--- config.mk ---
export PLATFORM = sky130hd
export DESIGN_NAME = warp_scheduler
export DESIGN_NICKNAME = d
export VERILOG_FILES = /design/src/rtl/warp_scheduler.sv
export SDC_FILE = /design/constraint.sdc
export NUM_CORES = 1
export LEC_CHECK = 0
export CELL_PAD_IN_SITES_DETAIL_PLACEMENT = 1
export CELL_PAD_IN_SITES_GLOBAL_PLACEMENT = 1
export CORE_MARGIN = 4
export CORE_UTILIZATION = 39
export CTS_CLUSTER_DIAMETER = 40
export DETAILED_ROUTE_END_ITERATION = 10
export GPL_TIMING_DRIVEN = 0
export PLACE_DENSITY = 0.83
export SLEW_MARGIN = 20
export SYNTH_ARGS = -nofsm -noshare
export SYNTH_HDL_FRONTEND = slang
export SYNTH_SLANG_ARGS = --single-unit
--- constraint.sdc ---
create_clock -name clk -period 5.5 [get_ports clk]
set_input_delay 1.1 -clock clk [delete_from_list [all_inputs] [get_ports clk]]
set_output_delay 1.1 -clock clk [all_outputs]
set_load 0.005 [all_outputs]
--- src/rtl/warp_scheduler.sv ---
`default_nettype none
// ============================================================================
//  Module   : warp_scheduler
//  Purpose  : Round-robin warp issue scheduler. Snoops instruction-buffer
//             writes to track occupied warp slots, gates each slot on the
//             active mask, a per-warp register scoreboard and a halt flag,
//             and loads one instruction per cycle into a registered
//             valid/ready issue slot toward the execute stage.
//  Revision : 1.0  initial release
// ============================================================================
module warp_scheduler #(
    parameter int         NUM_WARPS   = 4,
    parameter int         NUM_REGS    = 16,
    parameter logic [15:0] WRITES_REG = 16'h00FE,
    parameter logic [3:0] HALT_OPCODE = 4'hF
) (
    input  logic                   clk,
    input  logic                   reset,
    input  logic                   buffer_write_en,
    input  logic [1:0]             warp_num_store,
    input  logic [4*NUM_WARPS-1:0] opcode_in,
    input  logic [4*NUM_WARPS-1:0] target_reg_in,
    input  logic [4*NUM_WARPS-1:0] address_reg_in,
    input  logic [4*NUM_WARPS-1:0] imm_short_in,
    input  logic [2*NUM_WARPS-1:0] array_id_in,
    input  logic [NUM_WARPS-1:0]   warp_active,
    input  logic                   wb_valid,
    input  logic [1:0]             wb_warp,
    input  logic [3:0]             wb_reg,
    input  logic                   issue_ready,
    output logic                   issue_valid,
    output logic [1:0]             issue_warp,
    output logic [3:0]             issue_opcode,
    output logic [3:0]             issue_target_reg,
    output logic [3:0]             issue_address_reg,
    output logic [3:0]             issue_imm_short,
    output logic [1:0]             issue_array_id,
    output logic [NUM_WARPS-1:0]   slot_consumed,
    output logic [NUM_WARPS-1:0]   warp_done
);

    // Warp ids are carried on 2-bit fields, so at most four warps are
    // addressable; the rotation arithmetic below uses one extra bit.
    localparam logic [2:0] c_num_warps = 3'(NUM_WARPS);

    // Slot occupancy, per-warp pending-write scoreboard and rotation pointer.
    logic [NUM_WARPS-1:0]                r_full;
    logic [NUM_WARPS-1:0][NUM_REGS-1:0]  r_sb;
    logic [1:0]                          r_rr_ptr;

    logic [NUM_WARPS-1:0] w_elig;
    logic [NUM_WARPS-1:0] w_wr_onehot;
    logic [NUM_WARPS-1:0] w_sel_onehot;
    logic [1:0]           w_rot_idx [NUM_WARPS];
    logic                 w_can_load;
    logic                 w_sel_found;
    logic                 w_sel_valid;
    logic [1:0]           w_sel_idx;
    logic [3:0]           w_sel_opcode;
    logic [3:0]           w_sel_target;
    logic [3:0]           w_sel_address;
    logic [3:0]           w_sel_imm;
    logic [1:0]           w_sel_array_id;

    // The issue slot may take a new instruction when empty or draining.
    assign w_can_load  = ~issue_valid | issue_ready;
    assign w_sel_valid = w_can_load & w_sel_found;

    // Per-warp eligibility, write strobes and selection strobes.
    // The scoreboard is read from registered state only, so a writeback
    // unblocks a warp starting the cycle after it is presented.
    generate
        for (genvar w = 0; w < NUM_WARPS; w++) begin : g_warp
            assign w_elig[w] = r_full[w] & warp_active[w] & ~warp_done[w]
                             & ~r_sb[w][target_reg_in[4*w +: 4]]
                             & ~r_sb[w][address_reg_in[4*w +: 4]];
            assign w_wr_onehot[w]  = buffer_write_en & (warp_num_store == 2'(w));
            assign w_sel_onehot[w] = w_sel_valid & (w_sel_idx == 2'(w));
        end
    endgenerate

    // Candidate order for this cycle: rr_ptr, rr_ptr+1, ... wrapping at NUM_WARPS.
    generate
        for (genvar i = 0; i < NUM_WARPS; i++) begin : g_rot
            logic [2:0] w_sum;
            assign w_sum        = {1'b0, r_rr_ptr} + 3'(i);
            assign w_rot_idx[i] = (w_sum >= c_num_warps) ? 2'(w_sum - c_num_warps)
                                                         : w_sum[1:0];
        end
    endgenerate

    // Pick the first eligible warp in rotation order.
    always_comb begin
        w_sel_found = 1'b0;
        w_sel_idx   = 2'd0;
        for (int i = 0; i < NUM_WARPS; i++) begin
            if (!w_sel_found && w_elig[w_rot_idx[i]]) begin
                w_sel_found = 1'b1;
                w_sel_idx   = w_rot_idx[i];
            end
        end
    end

    // Route the selected warp's buffered fields toward the issue slot.
    always_comb begin
        w_sel_opcode   = 4'd0;
        w_sel_target   = 4'd0;
        w_sel_address  = 4'd0;
        w_sel_imm      = 4'd0;
        w_sel_array_id = 2'd0;
        for (int i = 0; i < NUM_WARPS; i++) begin
            if (w_sel_idx == 2'(i)) begin
                w_sel_opcode   = opcode_in[4*i +: 4];
                w_sel_target   = target_reg_in[4*i +: 4];
                w_sel_address  = address_reg_in[4*i +: 4];
                w_sel_imm      = imm_short_in[4*i +: 4];
                w_sel_array_id = array_id_in[2*i +: 2];
            end
        end
    end

    // Slot occupancy: a write landing on the same edge as a selection keeps
    // the slot full, since the selected instruction is the older one.
    always_ff @(posedge clk or negedge reset) begin
        if (!reset) begin
            r_full <= '0;
        end else begin
            r_full <= (r_full & ~w_sel_onehot) | w_wr_onehot;
        end
    end

    // Scoreboard: writeback clears, issue of a register-writing opcode sets.
    // The hazard check prevents both from targeting the same bit at once.
    always_ff @(posedge clk or negedge reset) begin
        if (!reset) begin
            r_sb <= '0;
        end else begin
            if (wb_valid) begin
                r_sb[wb_warp][wb_reg] <= 1'b0;
            end
            if (w_sel_valid && WRITES_REG[w_sel_opcode]) begin
                r_sb[w_sel_idx][w_sel_target] <= 1'b1;
            end
        end
    end

    // Halt tracking: a warp that issues HALT is retired until reset.
    always_ff @(posedge clk or negedge reset) begin
        if (!reset) begin
            warp_done <= '0;
        end else if (w_sel_valid && (w_sel_opcode == HALT_OPCODE)) begin
            warp_done[w_sel_idx] <= 1'b1;
        end
    end

    // Rotation pointer advances past the warp just selected.
    always_ff @(posedge clk or negedge reset) begin
        if (!reset) begin
            r_rr_ptr <= 2'd0;
        end else if (w_sel_valid) begin
            r_rr_ptr <= (w_sel_idx == 2'(NUM_WARPS - 1)) ? 2'd0 : w_sel_idx + 2'd1;
        end
    end

    // Issue slot: load on selection, empty when nothing is eligible, hold
    // everything stable while the execute stage back-pressures.
    always_ff @(posedge clk or negedge reset) begin
        if (!reset) begin
            issue_valid       <= 1'b0;
            issue_warp        <= 2'd0;
            issue_opcode      <= 4'd0;
            issue_target_reg  <= 4'd0;
            issue_address_reg <= 4'd0;
            issue_imm_short   <= 4'd0;
            issue_array_id    <= 2'd0;
            slot_consumed     <= '0;
        end else begin
            slot_consumed <= w_sel_onehot;
            if (w_can_load) begin
                issue_valid <= w_sel_found;
                if (w_sel_found) begin
                    issue_warp        <= w_sel_idx;
                    issue_opcode      <= w_sel_opcode;
                    issue_target_reg  <= w_sel_target;
                    issue_address_reg <= w_sel_address;
                    issue_imm_short   <= w_sel_imm;
                    issue_array_id    <= w_sel_array_id;
                end
            end
        end
    end

endmodule
`default_nettype wire

[Yosys cells after proc, flatten, opt, wreduce, memory -nomap -nowiden]
Memories as Yosys holds them, arrays and structs flattened.
Index checks and enable logic that the tools add are counted.
Word-level totals
  flip-flop bits (word level): 99
  ROM bits: 16
  input port bits: 89
  output and inout bits: 29
  memories: 1
Memory list
  (no name shown): words 16, bits a word 1, rd ports 1, clocked after Yosys merged registers in 0, wr ports 0, line 141  | if (w_sel_valid && WRITES_REG[w_sel_opcode]) begin
Cells by class
  $add $sub $neg: 8
  magnitude comparators: 25
  eq/ne operators: 7
  muxes and demuxes: 70
  bitwise gates (word level): 46
  reduce and logical (&&, ||, !) cells: 15
Operators with widths (number)
  two-way mux 64 bit: 2
  AND 64 bit: 1
  demux 16 bit (select 2 bit): 2
  two-way mux 4 bit: 16
  inverter 64 bit: 1
  bitwise OR 64 bit: 1
  less-than comparator 4 x 5 -> 1 bit, second input constant: 11
  binary-select mux 1 bit (select 4 bit): 8
  two-way mux 16 bit: 2
  two-way mux 2 bit: 13
  AND 1 bit: 25
  two-way mux 1 bit: 20
  less-than comparator 2 x 3 -> 1 bit, second input constant: 6
  inverter 1 bit: 13
  greater-or-equal comparator 3 bit, second input constant: 3
  logical AND 1 bit: 9
  binary-select mux 1 bit (select 2 bit): 4
  demux 1 bit (select 4 bit): 2
  equality test 2 bit, second input constant: 4
  greater-or-equal comparator 4 x 1 -> 1 bit, second input constant: 2
  bitwise OR 4 bit: 2
  subtractor 2 x 1 -> 2 bit, second input constant: 4
  adder 2 x 2 -> 3 bit, second input constant: 2
  AND 4 bit: 1
  12 further kinds: 17

[Logic depth before layout (Yosys ltp)]
Gate-level depths: netlist of the first run.
  word-level depth: 30
  gate-level depth with buffers: 19
  mapped depth without buffers: 15

[Least setup slack after synthesis of the first run]
OpenSTA, ideal clock, no wires.
  path type: input to register
  from: in address_reg_in[6]
  to: reg r_sb[56] (netlist name)
  data arrival time: 5264 ps
  slack: 152 ps
  stages on the path: 19
  cells stage by stage: clkbuf_1 > mux2i_1 > nor4b_1 > or4_1 > nor4b_2 > a21boi_0 > o22ai_1 > or2_2 > ha_1 > clkbuf_1 > nor2b_1 > clkbuf_1 > a221oi_1 > nor3_1 > a21o_1 > a31oi_1 > or3b_1 > clkbuf_1 > o21ai_0
Between the ends
  longest elaborated chain between the ends: 29
  elaborated cells between the ends (all ways): 54
RTL lines
  start, declared: line 23  | input logic [4*NUM_WARPS-1:0] address_reg_in,
  binary-select mux 1 bit (select 4 bit) (*): line 76  | & ~r_sb[w][address_reg_in[4*w +: 4]];
  two-way mux 1 bit (not written as such) (*): line 76
  inverter 1 bit (*): line 76
  AND 1 bit (*): line 76
  binary-select mux 1 bit (select 2 bit): line 97  | if (!w_sel_found && w_elig[w_rot_idx[i]]) begin
  two-way mux 1 bit (not written as such): line 97
  two-way mux 1 bit: line 97
  zero test 1 bit: line 97
  (+13 left out)
  less-than comparator 4 x 5 -> 1 bit (not written as such) or greater-or-equal comparator 4 x 1 -> 1 bit (tied branches): line 142  | r_sb[w_sel_idx][w_sel_target] <= 1'b1;
  logical AND 1 bit (not written as such): line 142
  two-way mux 1 bit (not written as such): line 142
  demux 1 bit (select 4 bit): line 142
  two-way mux 16 bit (not written as such): line 142
  demux 16 bit (select 2 bit): line 142
  bitwise OR 64 bit (no source line)
  two-way mux 64 bit (*): line 141
  end signal, assigned: line 136  | r_sb <= '0;
  end signal, assigned by index: line 139  | r_sb[wb_warp][wb_reg] <= 1'b0;
  end signal, assigned by index: line 142
  end, declared: line 48  | logic [NUM_WARPS-1:0][NUM_REGS-1:0] r_sb;
Mark *: on every way between the ends. The rest lies on a longest branch, timed or not. The select of a mux whose other input is x is not followed.
A chain may end at the register's enable or synchronous reset.

[Final worst setup path of the first run]
  from: in address_reg_in[7]
  to: reg r_sb[26] (netlist name)
The elaborated chain is that of the path after synthesis.

==> flow_metrics.env, run 1 <==
export IMPL_setup_viol=0
export IMPL_outcome="complete, no violations"
export IMPL_numCtsBuffers=9
export IMPL_overflow=0
export IMPL_tritoncts="done"
export IMPL_max_clock_freq_mhz=190
export IMPL_diodes=0
export IMPL_drc=0
export IMPL_dp_cells=873
export IMPL_syn_num_nets=678
export IMPL_antenna_found_initial=0
export IMPL_final_nets=801
export IMPL_gp_congestion=0.920
export IMPL_yosysSeqAreaShare_pct=43.9
export IMPL_synth_edf_count=0
export IMPL_io_buffer_count=107
export IMPL_grt_max_degree=71
export IMPL_top_register="r_sb"
export IMPL_hold_class="flip-flop to flip-flop"
export IMPL_worst_clock_skew_ns=0.00857
export IMPL_drt_first_pass_iters=5
export IMPL_drive_gt1_share_pct=15.8
export IMPL_layout_common_cells="o21ai_0, dfrtp_1, clkdlybuf4s50_1, nand2_1, nor2_1"
export IMPL_cts_sinks=99
export IMPL_power_per_cell_area_nw_per_um2=618
export IMPL_ys_ff_latch=99
export IMPL_die_w_um=128
export IMPL_syn2layout_area_growth_pct=32.4
export IMPL_root_buffer="clkbuf_16"
export IMPL_dpl_hpwl_mm=16.8
export IMPL_vias_per_cell=6.14
export IMPL_yosys_warnings=0
export IMPL_layout_commonest_cell="o21ai_0"
export IMPL_grt_pass1_vias=5896
export IMPL_h_tree_depth=3
export IMPL_required_ns=5.77
export IMPL_synth_ff_type="dfrtp_1"
export IMPL_clock_latency_ns=0.36
export IMPL_core_area_um2=14000
export IMPL_die_area_um2=16500
export IMPL_initial_core_util_pct=40.2
export IMPL_path_class="input pin to flip-flop"
export IMPL_num_rows=43
export IMPL_track_usage_pct=26.2
export IMPL_cts_buffer_depth=2
export IMPL_num_io_pins=118
export IMPL_synth_cell_types=48
export IMPL_largest_reg_flops=64
export IMPL_design_area_um2=7480
export IMPL_hold_buffers=0
export IMPL_antenna_left=0
export IMPL_dieHeight_um=128
export IMPL_critPathCaptureType="flip-flop"
export IMPL_ys_async_sr_fraction_pct=100
export IMPL_wl_mm=21.5
export IMPL_hold_viol=0
export IMPL_first_iter_violations=383
export IMPL_postPlaceCellArea_um2=6970
export IMPL_vias=5485
export IMPL_grt_pass1_wl_mm=33.1
export IMPL_tightest_slew_ns=0.866
export IMPL_routedWlPerCell_um=24.1
export IMPL_finalMaxSlewViolations=0
export IMPL_synthCells=585
export IMPL_clk_pin_slew_ns=0.06
export IMPL_worstPathArrival_ns=5.54
export IMPL_finalCritPeriodShare_pct=95.8
export IMPL_drv_cap=0
export IMPL_relSlewSlack_pct=41.5
export IMPL_critPathMaxFanout=10
export IMPL_finalNonFillerCells=893
export IMPL_ir_drop_uv=190
export IMPL_syn_area_um2=5650
export IMPL_worstSetupStartpointType="input pin"
export IMPL_avgSynthCellArea_um2=9.66
export IMPL_cellLeakagePower_nw=3.04
export IMPL_fin_crit_ns=5.27
-- cells by family (layout without fill, tap and decap cells) --
family	after synthesis	count (layout)	share of synthesized area [%]
compound gates	230	230	23.9
fa+ha+maj	4	4	0.886
buf+inv	47	175	3.39
flops	99	99	43.9
mux	46	46	14.3
simple gates	159	159	13.7
-- Yosys cell counts, types with 8 or more instances --
cell type    n  share of area, %
o21ai_0    151                13
dfrtp_1     99                44
nand2_1     57               3.8
nor2_1      31               2.1
clkbuf_1    29               1.9
mux4_2      27                11
a21oi_1     26               2.3
nand3_1     22               1.9
mux2i_1     13               2.3
inv_1       11              0.73
nor2b_1     10               1.1
o21ai_2     10               1.6
nor3_1       8              0.71
-- critical path, stage by stage --
cell	delay (ns)
clkdlybuf4s50_1	0.57
nor4b_1	0.09
or4_1	0.53
nor4b_4	0.35
a21boi_2	0.23
o22ai_2	0.12
or2_2	0.33
ha_4	0.22
nor2b_1	0.14
clkbuf_2	0.21
a221oi_2	0.26
nor3_1	0.10
a21o_1	0.18
a31oi_2	0.23
or3b_4	0.46
clkbuf_2	0.21
o21ai_0	0.20
-- where the power goes --
group / internal (mW) / switching [mW]
clock: 0.423 / 0.281
sequential: 1.03 / 0.249
combinational: 1.05 / 1.59
-- worst paths after layout --
check	startpoint	end	slack [ns]	depth (start not counted)
max in group asynchronous	reset	r_sb[10]	4.23	2
worst min register to register	issue_warp[0]	issue_warp[0]	0.49	2
worst max register to register	r_sb[63]	r_sb[26]	0.86	16
worst max-delay path	address_reg_in[7]	r_sb[26]	0.23	17
worst min-delay path	issue_warp[0]	issue_warp[0]	0.49	2
min in group asynchronous	reset	issue_warp[0]	0.62	1
-- area by class of cell --
| type | count | area, um2 |
|---|---|---|
| Fill cell | 1562 | 6560 |
| Multi-Input combinational cell | 439 | 3100 |
| Sequential cell | 99 | 2480 |
| Clock buffer | 12 | 256 |
| Tap cell | 180 | 225 |
| Timing Repair Buffer | 114 | 1150 |
| Inverter | 11 | 41.3 |
| Clock inverter | 4 | 72.6 |
| Buffer | 34 | 164 |
-- through the flow --
step	setup TNS, ns	worst slack [ns]	hold WS (ns)	power [mW]	utilization, %
finish	0	0.229	0.490	4.63	53.3
floorplan	0	0.152	0.472	2.69	-
CTS	0	0.0104	0.493	4.55	52.9
global placement	-85.33	-1.07	0.464	3.55	49.5
detailed placement	-89.45	-1.43	0.478	3.69	49.7
global route	-0.0121	-0.0121	0.526	4.92	53.3
-- layer usage --
metal	up-vias	track usage [%]	wire length (um)
met1	2763	31.7	8290
met4	0	13.3	980
met5	-	0	0
met2	222	45.2	10800
met3	68	4.48	1420
li1	2432	-	-
-- timing repair --
action	in CTS	in global routing
endpoints found under the setup margin	78	68
pin swaps	4	2
gates cloned	0	0
setup buffers	5	1
resized for setup	30	35
(Power assumes the default switching activity.)
==> run 2, diff against run 1 <==
--- a/config.mk
+++ b/config.mk
@@ -9,6 +9,7 @@
 export CELL_PAD_IN_SITES_GLOBAL_PLACEMENT = 1
 export CORE_MARGIN = 4
 export CORE_UTILIZATION = 39
+export CTS_BUF_LIST = sky130_fd_sc_hd__clkbuf_16
 export CTS_CLUSTER_DIAMETER = 40
 export DETAILED_ROUTE_END_ITERATION = 10
 export GPL_TIMING_DRIVEN = 0
==> run 2 against run 1 <==
  * Global-route usage about the same
  * Clock skew about the same
  * Die area unchanged
  * Fmax about the same
  * Design area down 0.27%
  * First-iteration DRC count down 2.3%
  * Register-to-register slack about the same
  * Sequential share of layout area up 0.089 points
  * Non-clock buffer count unchanged
  * Wire length down 0.14%
  * Cell count unchanged
  * Critical endpoint unchanged
  * Largest cell class unchanged
  * Highest routed layer unchanged
==> flow_metrics.env, run 2 (synthesized netlist as in run 1, its figures left out) <==
export IMPL_outcome="complete, no violations"
export IMPL_tritoncts="done"
export IMPL_setup_viol=0
export IMPL_fillers=1565
export IMPL_final_nets=801
export IMPL_tightest_slew_ns=0.892
export IMPL_power_per_cell_area_nw_per_um2=616
export IMPL_cts_sinks=99
export IMPL_routedWlPerCell_um=24.1
export IMPL_cts_buffer_depth=2
export IMPL_core_area_um2=14000
export IMPL_dp_cells=873
export IMPL_required_ns=5.77
export IMPL_h_tree_depth=3
export IMPL_path_class="input pin to flip-flop"
export IMPL_num_rows=43
export IMPL_io_buffer_count=107
export IMPL_clk_pin_slew_ns=0.06
export IMPL_fin_crit_ns=5.27
export IMPL_die_w_um=128
export IMPL_post_place_ws_ns=-1.43
export IMPL_grt_pass1_wl_mm=33.1
export IMPL_finalNonFillerCells=893
export IMPL_max_clock_freq_mhz=190
export IMPL_top_register="r_sb"
export IMPL_overflow=0
export IMPL_vias=5485
export IMPL_worstSetupStartpointType="input pin"
export IMPL_drv_cap=0
export IMPL_antenna_found_initial=0
export IMPL_critPathMaxFanout=10
export IMPL_grt_max_degree=71
export IMPL_setup_slack_ns=0.234
export IMPL_antenna_left=0
export IMPL_first_iter_violations=374
export IMPL_layout_commonest_cell="o21ai_0"
export IMPL_largest_reg_flops=64
export IMPL_track_usage_pct=26.2
export IMPL_diodes=0
export IMPL_design_area_um2=7460
export IMPL_ir_drop_uv=192
export IMPL_numCtsBuffers=9
export IMPL_clock_latency_ns=0.36
export IMPL_finalMaxSlewViolations=0
export IMPL_initial_core_util_pct=40.2
export IMPL_worst_clock_skew_ns=0.00831
export IMPL_root_buffer="clkbuf_16"
export IMPL_drive_gt1_share_pct=15.6
export IMPL_gp_congestion=0.920
export IMPL_dpl_hpwl_mm=16.8
export IMPL_finalCritPeriodShare_pct=95.7
export IMPL_critPathCaptureType="flip-flop"
export IMPL_layout_common_cells="o21ai_0, dfrtp_1, clkdlybuf4s50_1, nand2_1, nor2_1"
export IMPL_num_io_pins=118
export IMPL_drc=0
export IMPL_postPlaceCellArea_um2=6970
export IMPL_wl_mm=21.5
export IMPL_grt_pass1_vias=5898
export IMPL_die_area_um2=16500
export IMPL_cellLeakagePower_nw=3.04
export IMPL_rrSetupSlack_ns=0.86
export IMPL_syn2layout_area_growth_pct=32.1
export IMPL_hold_class="flip-flop to flip-flop"
export IMPL_dieHeight_um=128
export IMPL_hold_viol=0
export IMPL_relSlewSlack_pct=39.8
export IMPL_drt_first_pass_iters=4
export IMPL_vias_per_cell=6.14
export IMPL_worstPathArrival_ns=5.53
run 2: cell count changes in the layout (fill, tap and decap cells not counted):
cell,delta
clkinv_1,+2
clkbuf_8,-2
inv_1,+1
clkbuf_1,-1
run 2: report_power, final:
part | internal (mW) | total, mW | switching [mW]
clock network | 0.393 | 0.672 | 0.279
registers | 1.03 | 1.28 | 0.249
logic | 1.05 | 2.65 | 1.60
total | 2.47 | 4.60 | 2.12
run 2: what timing repair did:
item                                    in CTS  in global routing
gates resized for setup                     30                 35
pin swaps                                    4                  2
cloned                                       0                  0
hold buffers                                 0                  0
buffers inserted                             5                  1
endpoints found under the setup margin      78                 68
run 2: layout make-up:
class | count | area (um2) | area share [%]
Multi-Input combinational cell | 439 | 3100 | 41.5
Clock inverter | 7 | 83.8 | 1.12
Inverter | 11 | 41.3 | 0.553
Sequential cell | 99 | 2480 | 33.2
Tap cell | 180 | 225 | 3.02
Clock buffer | 9 | 225 | 3.02
Timing Repair Buffer | 114 | 1150 | 15.4
Buffer | 34 | 164 | 2.20
run 2: through the flow:
| step | hold slack [ns] | power (mW) | utilization [%] | TNS (ns) |
|---|---|---|---|---|
| 2_1_floorplan | 0.472 | 2.69 | - | 0 |
| 3_3_place_gp | 0.464 | 3.55 | 49.5 | -85.33 |
| 3_5_place_dp | 0.478 | 3.69 | 49.7 | -89.45 |
| 4_1_cts | 0.493 | 4.52 | 52.7 | 0 |
| 5_1_grt | 0.526 | 4.88 | 53.1 | -0.0121 |
| 6_report | 0.490 | 4.60 | 53.1 | 0 |
run 2: final timing paths:
| check | depth (start not counted) | end | from |
|---|---|---|---|
| min in group asynchronous | 1 | issue_warp[0] | reset |
| setup reg to reg | 16 | r_sb[26] | r_sb[63] |
| hold reg to reg | 2 | issue_warp[0] | issue_warp[0] |
| max in group asynchronous | 2 | r_sb[10] | reset |
| setup / recovery | 17 | r_sb[26] | address_reg_in[7] |
| hold / removal | 2 | issue_warp[0] | issue_warp[0] |
run 2: worst max-delay path, cell delays in order:
cell             delay (ns)
clkdlybuf4s50_1        0.57
nor4b_1                0.09
or4_1                  0.53
nor4b_4                0.35
a21boi_2               0.23
o22ai_2                0.12
or2_2                  0.33
ha_4                   0.22
nor2b_1                0.14
clkbuf_2               0.21
a221oi_2               0.26
nor3_1                 0.10
a21o_1                 0.18
a31oi_2                0.23
or3b_4                 0.46
clkbuf_2               0.21
o21ai_0                0.20
run 2: metal layers:
layer | up-vias | global-route usage (%) | routed length [um]
met1 | 2772 | 31.6 | 8320
li1 | 2431 | - | -
met5 | - | 0 | 0
met4 | 0 | 13.3 | 1000
met3 | 68 | 4.48 | 1340
met2 | 214 | 45.2 | 10800
==> run 3, diff against run 2 <==
--- a/config.mk
+++ b/config.mk
@@ -7,11 +7,12 @@
 export LEC_CHECK = 0
 export CELL_PAD_IN_SITES_DETAIL_PLACEMENT = 1
 export CELL_PAD_IN_SITES_GLOBAL_PLACEMENT = 1
-export CORE_MARGIN = 4
-export CORE_UTILIZATION = 39
+export CORE_MARGIN = 2
+export CORE_UTILIZATION = 49
 export CTS_BUF_LIST = sky130_fd_sc_hd__clkbuf_16
 export CTS_CLUSTER_DIAMETER = 40
 export DETAILED_ROUTE_END_ITERATION = 10
+export DONT_BUFFER_PORTS = 1
 export GPL_TIMING_DRIVEN = 0
 export PLACE_DENSITY = 0.83
 export SLEW_MARGIN = 20
==> run 3 against run 2 <==
  * First-iteration DRC count increased by 3.5%
  * Wire length decreased by 5.4%
  * Hold slack got worse by 0.052 ns
  * Power decreased by 4.4%
  * Setup slack improved by 0.035 ns
  * Cell count decreased by 16%
  * Count of clock-buffer cells in the layout unchanged
  * Utilization increased by 2.5 points
  * Sequential cell count unchanged
  * Largest cell class unchanged
  * Largest power group unchanged
==> flow_metrics.env, run 3 (synthesized netlist as in run 1, its figures left out) <==
export IMPL_outcome="complete, no violations"
export IMPL_drt_first_pass_iters=6
export IMPL_drv_cap=0
export IMPL_die_w_um=111
export IMPL_relSlewSlack_pct=31.0
export IMPL_tritoncts="done"
export IMPL_worstSetupStartpointType="input pin"
export IMPL_hold_viol=0
export IMPL_layout_commonest_cell="o21ai_0"
export IMPL_num_io_pins=118
export IMPL_wl_mm=20.3
export IMPL_overflow=0
export IMPL_gp_congestion=0.944
export IMPL_crit_top_cell="buf_4"
export IMPL_root_buffer="clkbuf_16"
export IMPL_post_place_ws_ns=-1.22
export IMPL_setup_slack_ns=0.269
export IMPL_worst_clock_skew_ns=0.00833
export IMPL_top_register="r_sb"
export IMPL_cellLeakagePower_nw=2.56
export IMPL_cp_cell_sequence="clkbuf_2 > mux2i_1 > nor4b_1 > or4_1 > nor4b_4 > buf_4 > a211oi_1 > o31ai_2 > buf_4 > ha_2 > nor2b_1 > clkbuf_2 > a221oi_1 > nor3_1 > a21oi_1 > a31oi_2 > buf_4 > or3b_4 > buf_6 > o21ai_2"
export IMPL_dieHeight_um=111
export IMPL_hold_slack_ns=0.438
export IMPL_antenna_found_initial=0
export IMPL_timing_rr_end="r_sb[28]"
export IMPL_die_area_um2=12400
export IMPL_drive_gt1_share_pct=17.5
export IMPL_clk_pin_slew_ns=0.07
export IMPL_vias_per_cell=6.95
export IMPL_routedWlPerCell_um=27.1
export IMPL_critPathMaxFanout=10
export IMPL_num_rows=39
export IMPL_setup_viol=0
export IMPL_fin_crit_ns=5.23
export IMPL_finalMaxSlewViolations=0
export IMPL_required_ns=5.74
export IMPL_largest_reg_flops=64
export IMPL_dpl_hpwl_mm=15.4
export IMPL_clock_latency_ns=0.35
export IMPL_critPathCaptureType="flip-flop"
export IMPL_power_per_cell_area_nw_per_um2=698
export IMPL_fillers=1265
export IMPL_vias=5203
export IMPL_final_nets=694
export IMPL_layout_common_cells="o21ai_0, dfrtp_1, nand2_1, nor2_1, mux4_2"
export IMPL_crit_family="simple AND/OR/NAND/NOR gates"
export IMPL_regToRegStartpoint="r_sb[47]"
export IMPL_cp_slowest_cell="or4_1"
export IMPL_worstPathArrival_ns=5.47
export IMPL_max_clock_freq_mhz=191
export IMPL_power_mw=4.40
export IMPL_hold_class="input pin to async pin"
export IMPL_io_buffer_count=0
export IMPL_grt_pass1_wl_mm=31.3
export IMPL_core_area_um2=11300
export IMPL_critPathBufInv=6
export IMPL_initial_core_util_pct=49.9
export IMPL_finalCritPeriodShare_pct=95.1
export IMPL_grt_max_degree=100
export IMPL_syn2layout_area_growth_pct=11.4
export IMPL_tightest_slew_ns=1.02
export IMPL_path_class="input pin to flip-flop"
export IMPL_first_iter_violations=387
export IMPL_cts_buffer_depth=2
export IMPL_cts_sinks=99
export IMPL_final_setup_tns_ns=0
export IMPL_h_tree_depth=3
export IMPL_diodes=0
export IMPL_antenna_left=0
export IMPL_reg2reg_depth=17
export IMPL_track_usage_pct=33.0
export IMPL_numCtsBuffers=9
export IMPL_ir_drop_uv=433
export IMPL_slowest_delay_ns=0.54
export IMPL_rrSetupSlack_ns=0.87
export IMPL_grt_pass1_vias=5589
export IMPL_drc=0
==> run 3: cell types whose count changed in the layout (fill, tap and decap cells not counted), sizes merged <==
cell,previous run,this run
inv,12,13
dlymetal6s2s,4,0
clkbuf,37,35
clkinv,3,1
dlygate4sd2,2,0
clkdlybuf4s15,1,0
clkinvlp,1,2
clkdlybuf4s50,98,0
==> run 3: layer usage <==
layer	wire, um	vias to the layer above	share of wire [%]	GRT usage, %
li1	-	2215	-	-
met5	0	-	0	0
met4	988	0	4.9	17.0
met3	1390	75	6.8	7.19
met1	7670	2637	38	38.9
met2	10300	276	51	56.9
==> run 3: worst max path at each step <==
stage / startpoint / end / slack, ns / cells past startpoint
finish: address_reg_in[6] / r_sb[42] / 0.27 / 20
global route: address_reg_in[5] / r_sb[8] / -0.05 / 19
CTS: target_reg_in[9] / r_sb[28] / 0.01 / 18
floorplan: address_reg_in[6] / r_sb[56] / 0.15 / 19
global placement: address_reg_in[5] / r_sb[14] / -0.85 / 18
detailed placement: address_reg_in[5] / r_sb[28] / -1.22 / 18
==> run 3: final cells by class <==
cell class	instances	area, um2	share of cell area (%)
multi-input combinational	439	3070	48.7
sequential	99	2480	39.4
clock buffer	9	225	3.58
tap	143	179	2.84
buffer	33	153	2.42
clock inverter	7	92.6	1.47
timing repair buffer	8	60.1	0.954
inverter	11	41.3	0.656
==> run 3: metrics by stage <==
stage               utilization, %  std cells  instance area (um2)
floorplan                        -        585                 5650
global placement              51.5        728                 5830
detailed placement            51.5        728                 5830
CTS                           54.9        745                 6220
global route                  55.6        749                 6290
finish                        55.6        749                 6290
==> run 3: worst register-to-register path, delay by kind of cell (launching register included) <==
kind / cells / cell delay (ns)
buffers and inverters: 2 / 0.46
adders and majority gates: 1 / 0.21
and+or+nand+nor: 7 / 1.79
muxes: 2 / 0.62
AOI/OAI and AO/OA: 5 / 1.02
DFF: 1 / 0.43
==> run 3: timing repair <==
item | CTS | global route
setup buffers | 3 | 5
setup endpoints to repair | 67 | 64
resized for setup | 19 | 16
pin swaps | 2 | 3
hold buffers | 0 | 0
==> run 3: power by group <==
group          internal (mW)  leakage [nW]  switching (mW)
Clock                  0.398         0.153           0.286
Sequential              1.03          1.31           0.274
Combinational          0.872          1.10            1.54
Total                   2.30          2.56            2.10
